===== src/rtl/aximm_csr_test_seq.sv =====
// rtl/aximm_csr_test_seq.sv - CSR sequencer that runs the AXI-MM-over-AIB loopback self-test
// Optional DOUT/DIN first/last word compare after REPORT: define AXIMM_CSR_SEQ_CHECK_EN.
module aximm_csr_test_seq #(
  parameter logic [31:0] DLY_X      = 32'h0000000C,
  parameter logic [31:0] DLY_Y      = 32'h00000020,
  parameter logic [31:0] DLY_Z      = 32'h00001770,
  parameter logic [31:0] BURST_ADDR = 32'h10000000,
  parameter logic [31:0] BURST_CFG  = 32'h00041804,
  parameter int          POLL_GAP   = 16,
  parameter int          POLL_MAX   = 4096,
  parameter int          RESP_MAX   = 256
) (
  input  logic        avmm_clk,
  input  logic        i_avmm_rst,
  input  logic        i_start,
  output logic        o_busy,
  output logic        o_done,
  output logic        o_pass,
  output logic        o_fail,
  output logic        o_timeout,
  output logic [3:0]  o_state,
  output logic [31:0] o_wr_addr,
  output logic [31:0] o_wrdata,
  output logic        o_wren,
  output logic        o_rden,
  input  logic [31:0] i_master_readdata,
  input  logic        i_master_readdatavalid,
  input  logic        i_master_waitrequest
);

  localparam logic [31:0] A_DLY_X = 32'h50002000;
  localparam logic [31:0] A_DLY_Y = 32'h50002004;
  localparam logic [31:0] A_DLY_Z = 32'h50002008;
  localparam logic [31:0] A_WRCFG = 32'h50001000;
  localparam logic [31:0] A_MMADR = 32'h50001004;
  localparam logic [31:0] A_STAT  = 32'h50001008;
  localparam logic [31:0] A_LINK  = 32'h5000100C;
  localparam logic [31:0] A_RDCFG = 32'h50001010;

  // Counters run 0..N-1, so clog2(N) bits suffice.
  localparam int GW = (POLL_GAP > 1) ? $clog2(POLL_GAP) : 1;
  localparam int PW = (POLL_MAX > 1) ? $clog2(POLL_MAX) : 1;
  localparam int RW = (RESP_MAX > 1) ? $clog2(RESP_MAX) : 1;
  localparam logic [GW-1:0] GAP_LAST  = GW'(POLL_GAP - 1);
  localparam logic [PW-1:0] POLL_LAST = PW'(POLL_MAX - 1);
  localparam logic [RW-1:0] RESP_LAST = RW'(RESP_MAX - 1);

`ifdef AXIMM_CSR_SEQ_CHECK_EN
  localparam logic [31:0] A_DOUT_F = 32'h50004000;
  localparam logic [31:0] A_DOUT_L = 32'h50004010;
  localparam logic [31:0] A_DIN_F  = 32'h50004020;
  localparam logic [31:0] A_DIN_L  = 32'h50004030;
  typedef enum logic [4:0] {
    IDLE, CFG_X, CFG_Y, CFG_Z, LINK_POLL, LINK_GAP, WR_ADDR, WR_GO, WR_POLL,
    RD_ADDR, RD_GO, RD_POLL, REPORT, DONE, ERR, CHK_OF, CHK_IF, CHK_OL, CHK_IL
  } state_t;
`else
  typedef enum logic [3:0] {
    IDLE, CFG_X, CFG_Y, CFG_Z, LINK_POLL, LINK_GAP, WR_ADDR, WR_GO, WR_POLL,
    RD_ADDR, RD_GO, RD_POLL, REPORT, DONE, ERR
  } state_t;
`endif

  // Each op-carrying state walks ISSUE -> END (write) or ISSUE -> WAIT -> EVAL (read).
  typedef enum logic [2:0] {PH_ISSUE, PH_END, PH_WAIT, PH_EVAL, PH_GAP} phase_t;

  state_t        state_q, state_d;
  phase_t        phase_q, phase_d;
  logic [GW-1:0] gap_q, gap_d;
  logic [PW-1:0] poll_q, poll_d;
  logic [RW-1:0] resp_q, resp_d;
  logic [31:0]   rdata_q, rdata_d;
  logic          pass_q, pass_d;
  logic          fail_q, fail_d;
  logic          tmo_q, tmo_d;
`ifdef AXIMM_CSR_SEQ_CHECK_EN
  logic [31:0]   cmp_q, cmp_d;
  logic          unused_state;
  assign unused_state = state_q[4];
`else
  logic          unused_rdata;
  assign unused_rdata = ^rdata_q[31:6];
`endif

  logic [31:0] op_addr;
  logic [31:0] op_data;
  logic        op_wr;
  logic        op_rd;
  logic        wr_end;
  logic        rd_end;
  logic        poll_last;

  always_comb begin
    op_addr = '0;
    op_data = '0;
    op_wr   = 1'b0;
    op_rd   = 1'b0;
    case (state_q)
      CFG_X:   begin op_addr = A_DLY_X; op_data = DLY_X;      op_wr = 1'b1; end
      CFG_Y:   begin op_addr = A_DLY_Y; op_data = DLY_Y;      op_wr = 1'b1; end
      CFG_Z:   begin op_addr = A_DLY_Z; op_data = DLY_Z;      op_wr = 1'b1; end
      WR_ADDR: begin op_addr = A_MMADR; op_data = BURST_ADDR; op_wr = 1'b1; end
      WR_GO:   begin op_addr = A_WRCFG; op_data = BURST_CFG;  op_wr = 1'b1; end
      RD_ADDR: begin op_addr = A_MMADR; op_data = BURST_ADDR; op_wr = 1'b1; end
      RD_GO:   begin op_addr = A_RDCFG; op_data = BURST_CFG;  op_wr = 1'b1; end
      LINK_POLL:                begin op_addr = A_LINK; op_rd = 1'b1; end
      WR_POLL, RD_POLL, REPORT: begin op_addr = A_STAT; op_rd = 1'b1; end
`ifdef AXIMM_CSR_SEQ_CHECK_EN
      CHK_OF:  begin op_addr = A_DOUT_F; op_rd = 1'b1; end
      CHK_IF:  begin op_addr = A_DIN_F;  op_rd = 1'b1; end
      CHK_OL:  begin op_addr = A_DOUT_L; op_rd = 1'b1; end
      CHK_IL:  begin op_addr = A_DIN_L;  op_rd = 1'b1; end
`endif
      default: ;
    endcase
  end

  assign wr_end    = (phase_q == PH_END);
  assign rd_end    = (phase_q == PH_EVAL);
  assign poll_last = (poll_q == POLL_LAST);

  assign o_wr_addr = op_addr;
  assign o_wrdata  = op_data;
  assign o_wren    = op_wr & (phase_q == PH_ISSUE);
  assign o_rden    = op_rd & (phase_q == PH_ISSUE);
  assign o_busy    = (state_q != IDLE) && (state_q != DONE);
  assign o_done    = (state_q == DONE);
  assign o_pass    = pass_q;
  assign o_fail    = fail_q;
  assign o_timeout = tmo_q;
  assign o_state   = state_q[3:0];

  always_comb begin
    state_d = state_q;
    phase_d = phase_q;
    gap_d   = gap_q;
    poll_d  = poll_q;
    resp_d  = resp_q;
    rdata_d = rdata_q;
    pass_d  = pass_q;
    fail_d  = fail_q;
    tmo_d   = tmo_q;
`ifdef AXIMM_CSR_SEQ_CHECK_EN
    cmp_d   = cmp_q;
`endif

    case (phase_q)
      PH_ISSUE: if ((op_wr || op_rd) && !i_master_waitrequest) begin
        phase_d = op_wr ? PH_END : PH_WAIT;
        resp_d  = '0;
      end
      PH_WAIT: begin
        if (i_master_readdatavalid) begin
          rdata_d = i_master_readdata;
          phase_d = PH_EVAL;
        end else if (resp_q == RESP_LAST) begin
          state_d = ERR;
          phase_d = PH_ISSUE;
        end else begin
          resp_d = resp_q + 1'b1;
        end
      end
      PH_GAP: begin
        if (gap_q == GAP_LAST) phase_d = PH_ISSUE;
        else                   gap_d   = gap_q + 1'b1;
      end
      default: ;
    endcase

    // The decode cycle after readdatavalid counts as the first idle gap cycle.
    case (state_q)
      IDLE, DONE: if (i_start) begin
        state_d = CFG_X;
        phase_d = PH_ISSUE;
        pass_d  = 1'b0;
        fail_d  = 1'b0;
        tmo_d   = 1'b0;
      end
      CFG_X:   if (wr_end) begin state_d = CFG_Y;   phase_d = PH_ISSUE; end
      CFG_Y:   if (wr_end) begin state_d = CFG_Z;   phase_d = PH_ISSUE; end
      CFG_Z:   if (wr_end) begin state_d = LINK_POLL; phase_d = PH_ISSUE; poll_d = '0; end
      LINK_POLL: if (rd_end) begin
        phase_d = PH_ISSUE;
        if (rdata_q[3:0] == 4'hF) state_d = WR_ADDR;
        else if (poll_last)       state_d = ERR;
        else begin
          poll_d  = poll_q + 1'b1;
          gap_d   = GW'(1);
          state_d = (POLL_GAP > 1) ? LINK_GAP : LINK_POLL;
        end
      end
      LINK_GAP: begin
        if (gap_q == GAP_LAST) state_d = LINK_POLL;
        else                   gap_d   = gap_q + 1'b1;
      end
      WR_ADDR: if (wr_end) begin state_d = WR_GO;   phase_d = PH_ISSUE; end
      WR_GO:   if (wr_end) begin state_d = WR_POLL; phase_d = PH_ISSUE; poll_d = '0; end
      WR_POLL: if (rd_end) begin
        if (rdata_q[4])     begin state_d = RD_ADDR; phase_d = PH_ISSUE; end
        else if (poll_last) begin state_d = ERR;     phase_d = PH_ISSUE; end
        else begin
          poll_d  = poll_q + 1'b1;
          gap_d   = GW'(1);
          phase_d = (POLL_GAP > 1) ? PH_GAP : PH_ISSUE;
        end
      end
      RD_ADDR: if (wr_end) begin state_d = RD_GO;   phase_d = PH_ISSUE; end
      RD_GO:   if (wr_end) begin state_d = RD_POLL; phase_d = PH_ISSUE; poll_d = '0; end
      RD_POLL: if (rd_end) begin
        if (rdata_q[5])     begin state_d = REPORT; phase_d = PH_ISSUE; end
        else if (poll_last) begin state_d = ERR;    phase_d = PH_ISSUE; end
        else begin
          poll_d  = poll_q + 1'b1;
          gap_d   = GW'(1);
          phase_d = (POLL_GAP > 1) ? PH_GAP : PH_ISSUE;
        end
      end
      REPORT: if (rd_end) begin
        phase_d = PH_ISSUE;
        if (rdata_q[3:0] == 4'hF) begin
          pass_d  = 1'b1;
`ifdef AXIMM_CSR_SEQ_CHECK_EN
          state_d = CHK_OF;
`else
          state_d = DONE;
`endif
        end else begin
          fail_d  = 1'b1;
          state_d = DONE;
        end
      end
      ERR: begin
        tmo_d   = 1'b1;
        fail_d  = 1'b1;
        pass_d  = 1'b0;
        state_d = DONE;
      end
`ifdef AXIMM_CSR_SEQ_CHECK_EN
      CHK_OF: if (rd_end) begin cmp_d = rdata_q; state_d = CHK_IF; phase_d = PH_ISSUE; end
      CHK_IF: if (rd_end) begin
        if (rdata_q != cmp_q) begin pass_d = 1'b0; fail_d = 1'b1; end
        state_d = CHK_OL;
        phase_d = PH_ISSUE;
      end
      CHK_OL: if (rd_end) begin cmp_d = rdata_q; state_d = CHK_IL; phase_d = PH_ISSUE; end
      CHK_IL: if (rd_end) begin
        if (rdata_q != cmp_q) begin pass_d = 1'b0; fail_d = 1'b1; end
        state_d = DONE;
        phase_d = PH_ISSUE;
      end
`endif
      default: ;
    endcase
  end

  always_ff @(posedge avmm_clk or posedge i_avmm_rst) begin
    if (i_avmm_rst) begin
      state_q <= IDLE;
      phase_q <= PH_ISSUE;
      gap_q   <= '0;
      poll_q  <= '0;
      resp_q  <= '0;
      rdata_q <= '0;
      pass_q  <= 1'b0;
      fail_q  <= 1'b0;
      tmo_q   <= 1'b0;
`ifdef AXIMM_CSR_SEQ_CHECK_EN
      cmp_q   <= '0;
`endif
    end else begin
      state_q <= state_d;
      phase_q <= phase_d;
      gap_q   <= gap_d;
      poll_q  <= poll_d;
      resp_q  <= resp_d;
      rdata_q <= rdata_d;
      pass_q  <= pass_d;
      fail_q  <= fail_d;
      tmo_q   <= tmo_d;
`ifdef AXIMM_CSR_SEQ_CHECK_EN
      cmp_q   <= cmp_d;
`endif
    end
  end

endmodule


===== config.mk =====
export PLATFORM = sky130hd
export DESIGN_NAME = aximm_csr_test_seq
export DESIGN_NICKNAME = d
export VERILOG_FILES = /design/src/rtl/aximm_csr_test_seq.sv
export SDC_FILE = /design/constraint.sdc
export NUM_CORES = 1
export LEC_CHECK = 0
export BUFFER_PORTS_ARGS = -buffer_cell sky130_fd_sc_hd__buf_2
export CORE_MARGIN = 2
export CORE_UTILIZATION = 40
export DETAILED_ROUTE_END_ITERATION = 7
export PLACE_DENSITY = 0.74
export RECOVER_POWER = 50
export SLEW_MARGIN = 20
export SYNTH_ARGS = -nofsm -noshare
export SYNTH_HDL_FRONTEND = slang
export SYNTH_SLANG_ARGS = --single-unit
export TNS_END_PERCENT = 20

===== constraint.sdc =====
create_clock -name avmm_clk -period 2.5 [get_ports avmm_clk]
set_clock_uncertainty 0.2 [all_clocks]
set_input_delay 0.25 -clock avmm_clk [delete_from_list [all_inputs] [get_ports avmm_clk]]
set_output_delay 0.25 -clock avmm_clk [all_outputs]
set_load 0.05 [all_outputs]

---- Word-level counts from Yosys, hierarchy flattened ----
Index checks and enable logic that the tools add are counted.
W data, S select, Z words.
word-level totals
  register bits ........................... 40
  input bits .............................. 37
  output and inout bits ................... 75
  word-level logic and storage cells ...... 149
cells by class
  add/sub/neg operators ................... 3
  eq/ne operators ......................... 37
  multiplexer cells ....................... 73
  bitwise gates (word level) .............. 2
  reductions and logical operators ........ 25
operator list
  operator                 number
  $pmux W31 S8             1
  $pmux W29 S5             1
  $mux W4                  31
  $mux W12                 8
  $pmux W4 S14             1
  $pmux W12 S4             1
  $eq A4 B4 Y1 const B     9
  $mux W3                  12
  $mux W8                  3
  $ne A2 B2 Y1 const B     12
  $eq A4 B3 Y1 const B     4
  $pmux W4 S4              1
  $pmux W8 S2              1
  $pmux W3 S5              1
  $add A12 B1 Y12 const B  1
  $eq A12 B12 Y1 const B   1
  $reduce_and A4 Y1        3
  $pmux W3 S3              1
  $add A8 B1 Y8 const B    1
  $eq A4 B2 Y1 const B     2
  $eq A8 B8 Y1 const B     1
  $reduce_and A8 Y1        1
  $reduce_bool A4 Y1       2
  $reduce_or A2 Y1         4
  23 further kinds         37

---- Longest topological paths before layout ----
  depth in word-level cells ............... 9
  gate-level depth with buffers ........... 9
  mapped depth without buffers ............ 6

---- Worst setup path after synthesis ----
Ideal clock, no wire load.
  path kind ............................... register to output
  start point ............................. register state_q[3] (netlist: o_state[3])
  end point ............................... output port o_rden
  data arrival time ....................... 4.188 ns
  data required time ...................... 2.050 ns
  setup slack ............................. -2.138 ns
  cell stages (with the launch flop) ...... 7
  buffers on the path ..................... 4
  cells stage by stage .................... dfrtp_1 > buf_4 > buf_2 > buf_1 > clkbuf_1 > o21ai_0 > a2111oi_0
between the ends
  cells in the longest elaborated chain, start to end .. 4
  elaborated cells between the ends (all ways) .. 7
  those cells by class .................... eq/ne (4); mux (1); bitwise (1); reduce/logical (1)
ends and longest elaborated chain
  what                                                 line  text
  start, declared                                      67    state_t state_q, state_d;
  start signal, assigned                               271   state_q <= state_d;
  $eq A4 B4 Y1 / $eq A4 B3 Y1 (equally long branches)  98    case (state_q)
  $reduce_or A4 Y1 (no source line) *                  --
  $mux W1 *                                            98
  $and A1 B1 Y1 *                                      125   assign o_rden = op_rd & (phase_q == PH_ISSUE);
  end, declared                                        25    output logic o_rden,
Every way passes the cells marked *; elsewhere a longest branch is shown, timed or not.

---- Worst setup path after layout ----
  start point ............................. register state_q[1] (netlist: o_state[1])
  end point ............................... output port o_rden
The elaborated chain is that of the path after synthesis.

==> impl_metrics.json <==
{
  "final_util_pct": 49.13,
  "ys_types": 70,
  "cp-end-kind": "output pin",
  "core-area_um2": 8299,
  "die_x_um": 97.05,
  "synth-edff-count": 0,
  "m1WireLength_um": 3948,
  "final_cell_area_um2": 4078,
  "fmax_mhz": 410.0,
  "period_needed_ps": 2439,
  "hold_class": "input pin to register",
  "antenna_found_initial": 0,
  "yosysTopAreaCellShare_pct": 28.90,
  "cp_data_required_time_ps": 2050,
  "area_growth_pct": 17.74,
  "pwr-share-comb_pct": 71.7,
  "yosys_most_used_dff": "dfrtp_1",
  "power.leakage_nw": 1.751,
  "r2r_start": "o_state[0]",
  "p_switching_w": 0.003083,
  "finalHoldViolCount": 0,
  "worstMarginPinSlew_ps": 1031,
  "intPower_w": 0.002431,
  "drc": 0,
  "grt_setup_unrepaired": "yes",
  "wirelength_um": 9325,
  "path_max_fanout": 7,
  "syn_inst": 427,
  "synthTopCellsByArea": "dfrtp_1, buf_4, o21ai_0",
  "wl_met3_um": 535,
  "hold_start": "i_master_readdatavalid",
  "p_clk_share_pct": 9.8,
  "syn_area_per_cell_um2": 8.111,
  "drtIter0Drc": 332,
  "outcome": "completed",
  "clk_pin_slew_worst_paths_ps": 90,
  "maxSlewHeadroom_pct": 31.27,
  "async_flop_share_pct": 100.0,
  "yosysWarnings": 0,
  "n_antenna_cell": 0,
  "first_global_vias": 3121,
  "startpoint_type": "register",
  "p_per_area_nw_per_um2": 1352,
  "cp_slowest_cell": "dfrtp_2",
  "peakVddDrop_v": 0.001495,
  "worstSetupPathType": "register to output pin",
  "top_layer": "met4",
  "die_h_um": 97.05,
  "finalSetupViolations": 0,
  "critPathLaunch": "o_state[1]",
  "path_delay_family": "buffers and inverters",
  "ys_ff_latch": 40,
  "clock_latency_ps": 300,
  "rows": 33,
  "swShare_pct": 55.91,
  "seq_power_share_pct": 18.5,
  "post_drt_via_cell_ratio": 5.672,
  "grt_start_max_net_pins": 41,
  "cts_tree": "yes",
  "grt_pass1_wl_um": 15490,
  "cts_buffer_depth": 2,
  "dpl.hpwl_um": 6848,
  "cap_violations": 0,
  "track_usage_pct": 19.65,
  "critPathBufInv": 3,
  "numPortBuffers": 40,
  "final_common_cell": "conb_1",
  "synth_top_area_cell": "dfrtp_1",
  "cts-buffers-inserted": 5,
  "post_cts_buffers": 0,
  "layout-drive-gt1-share_pct": 24.29,
  "postRouteAntennaNets": 0,
  "io_pins": 112,
  "arrival_ps": 1990,
  "start_util_pct": 41.73,
  "gp_congestion": 0.9281,
  "synth_area_um2": 3463,
  "root_buffer": "clkbuf_8",
  "ys_seq_area_share_pct": 28.90,
  "nets": 529,
  "grt-ovfl-total": 0,
  "avgRoutedWirePerCell_um": 15.67,
  "layout_common_cells": "conb_1, buf_4, dfrtp_1",
  "vias": 3375,
  "crit_chain": "buf_4 -> nor2_1 -> buf_4 -> o21ai_1 -> a2111oi_4 -> buf_6",
  "finalCritPeriodShare_pct": 97.56,
  "htreeDepth": 2,
  "die_area_um2": 9419,
  "drv_slew": 0,
  "cpPeakStageDelay_ps": 450,
  "path_common_cell": "buf_4",
  "drt_pass1_iterations": 5,
  "clkSinkCount": 40,
  "placed_area_um2": 3859,
  "wl_met2_um": 4590
}
[synth_stat cells, types with 5 or more instances]
cell type and instances:
clkbuf_1 8, nand2b_1 10, nor4_1 5, and3_1 6
o31ai_1 13, o211ai_1 7, buf_4 53, o21ai_0 29
dfrtp_1 40, or4_1 9, xor2_1 7, mux2_2 6
a22oi_1 6, nand4_1 5, inv_1 11, buf_2 13
a21oi_1 26, nand3_1 9, nand2_1 30, or2_2 5
nor3_1 10, nor2_1 33
[timing repair]
action                                  4_1_cts  5_1_grt
gates resized for setup                       2       13
endpoints found under the hold margin        46        0
endpoints found under the setup margin        2       18
hold buffers                                  7        0
pin swaps                                     0        2
[worst register-to-register path: stages (launching register included)]
cell     delay (ps)
dfrtp_2         480
or4b_1          560
o21ai_1         260
nand2_1         190
or4_1           490
a21oi_1         150
[flip-flops by register name (all words and copies together) (netlist names)]
register,count
poll_q,12
resp_q,8
rdata_q,6
gap_q,4
o_state,4
phase_q,3
o_fail,1
o_pass,1
o_timeout,1
[area by class of cell]
| type | count | area, um2 |
|---|---|---|
| well taps | 105 | 131.4 |
| flip-flops and latches | 40 | 1006 |
| inverters | 12 | 45.04 |
| fillers | 796 | 4222 |
| repair buffers | 90 | 620.6 |
| clock buffers | 5 | 68.82 |
| multi-input cells | 340 | 2163 |
| clock inverters | 3 | 42.54 |
[logic make-up after synthesis]
family / Yosys count / share of synthesized area (%)
compound gates: 131 / 26.41
other cells: 1 / 0.1083
fa+ha+maj: 3 / 1.084
xor+xnor: 8 / 2.023
buf+inv: 91 / 16.29
mux: 8 / 2.529
simple gates: 145 / 22.65
flops: 40 / 28.90
[routing by layer]
layer	vias up	track usage (%)
li1	1602	-
met4	0	5.634
met3	28	2.230
met1	1611	25.69
met2	134	34.29
met5	-	0
[path summary, 6_finish.rpt]
path | to | slack, ps | depth (start not counted)
worst max register to register | poll_q[11] | 100 | 5
worst max-delay path | o_rden | 60 | 6
max in group asynchronous | o_state[3] | 770 | 4
worst min-delay path | phase_q[1] | 160 | 3
worst min register to register | poll_q[9] | 300 | 1
min in group asynchronous | rdata_q[0] | 630 | 4
[power groups by stage]
stage                     clock [W]  combinational, W  sequential (W)
after floorplan                   0           0.00282         0.00112
after global placement            0           0.00381         0.00101
after detailed placement          0           0.00385         0.00102
after CTS                  0.000549           0.00388         0.00101
after global routing       0.000590           0.00424         0.00105
final                      0.000543           0.00395         0.00102
[through the flow]
stage                     power [W]  hold slack, ps  TNS (ps)  setup slack (ps)  instances
after floorplan            0.003944           166.8     -1958            -322.8        471
after global placement     0.004817           214.6         0             89.55        580
after detailed placement   0.004873           216.2         0             48.45        580
after CTS                  0.005441           151.4         0             17.05        595
after global routing       0.005876           160.5    -28.26            -17.81        595
final                      0.005514           158.1         0             61.09        595
Note: power is estimated with default switching activity, not from simulation.
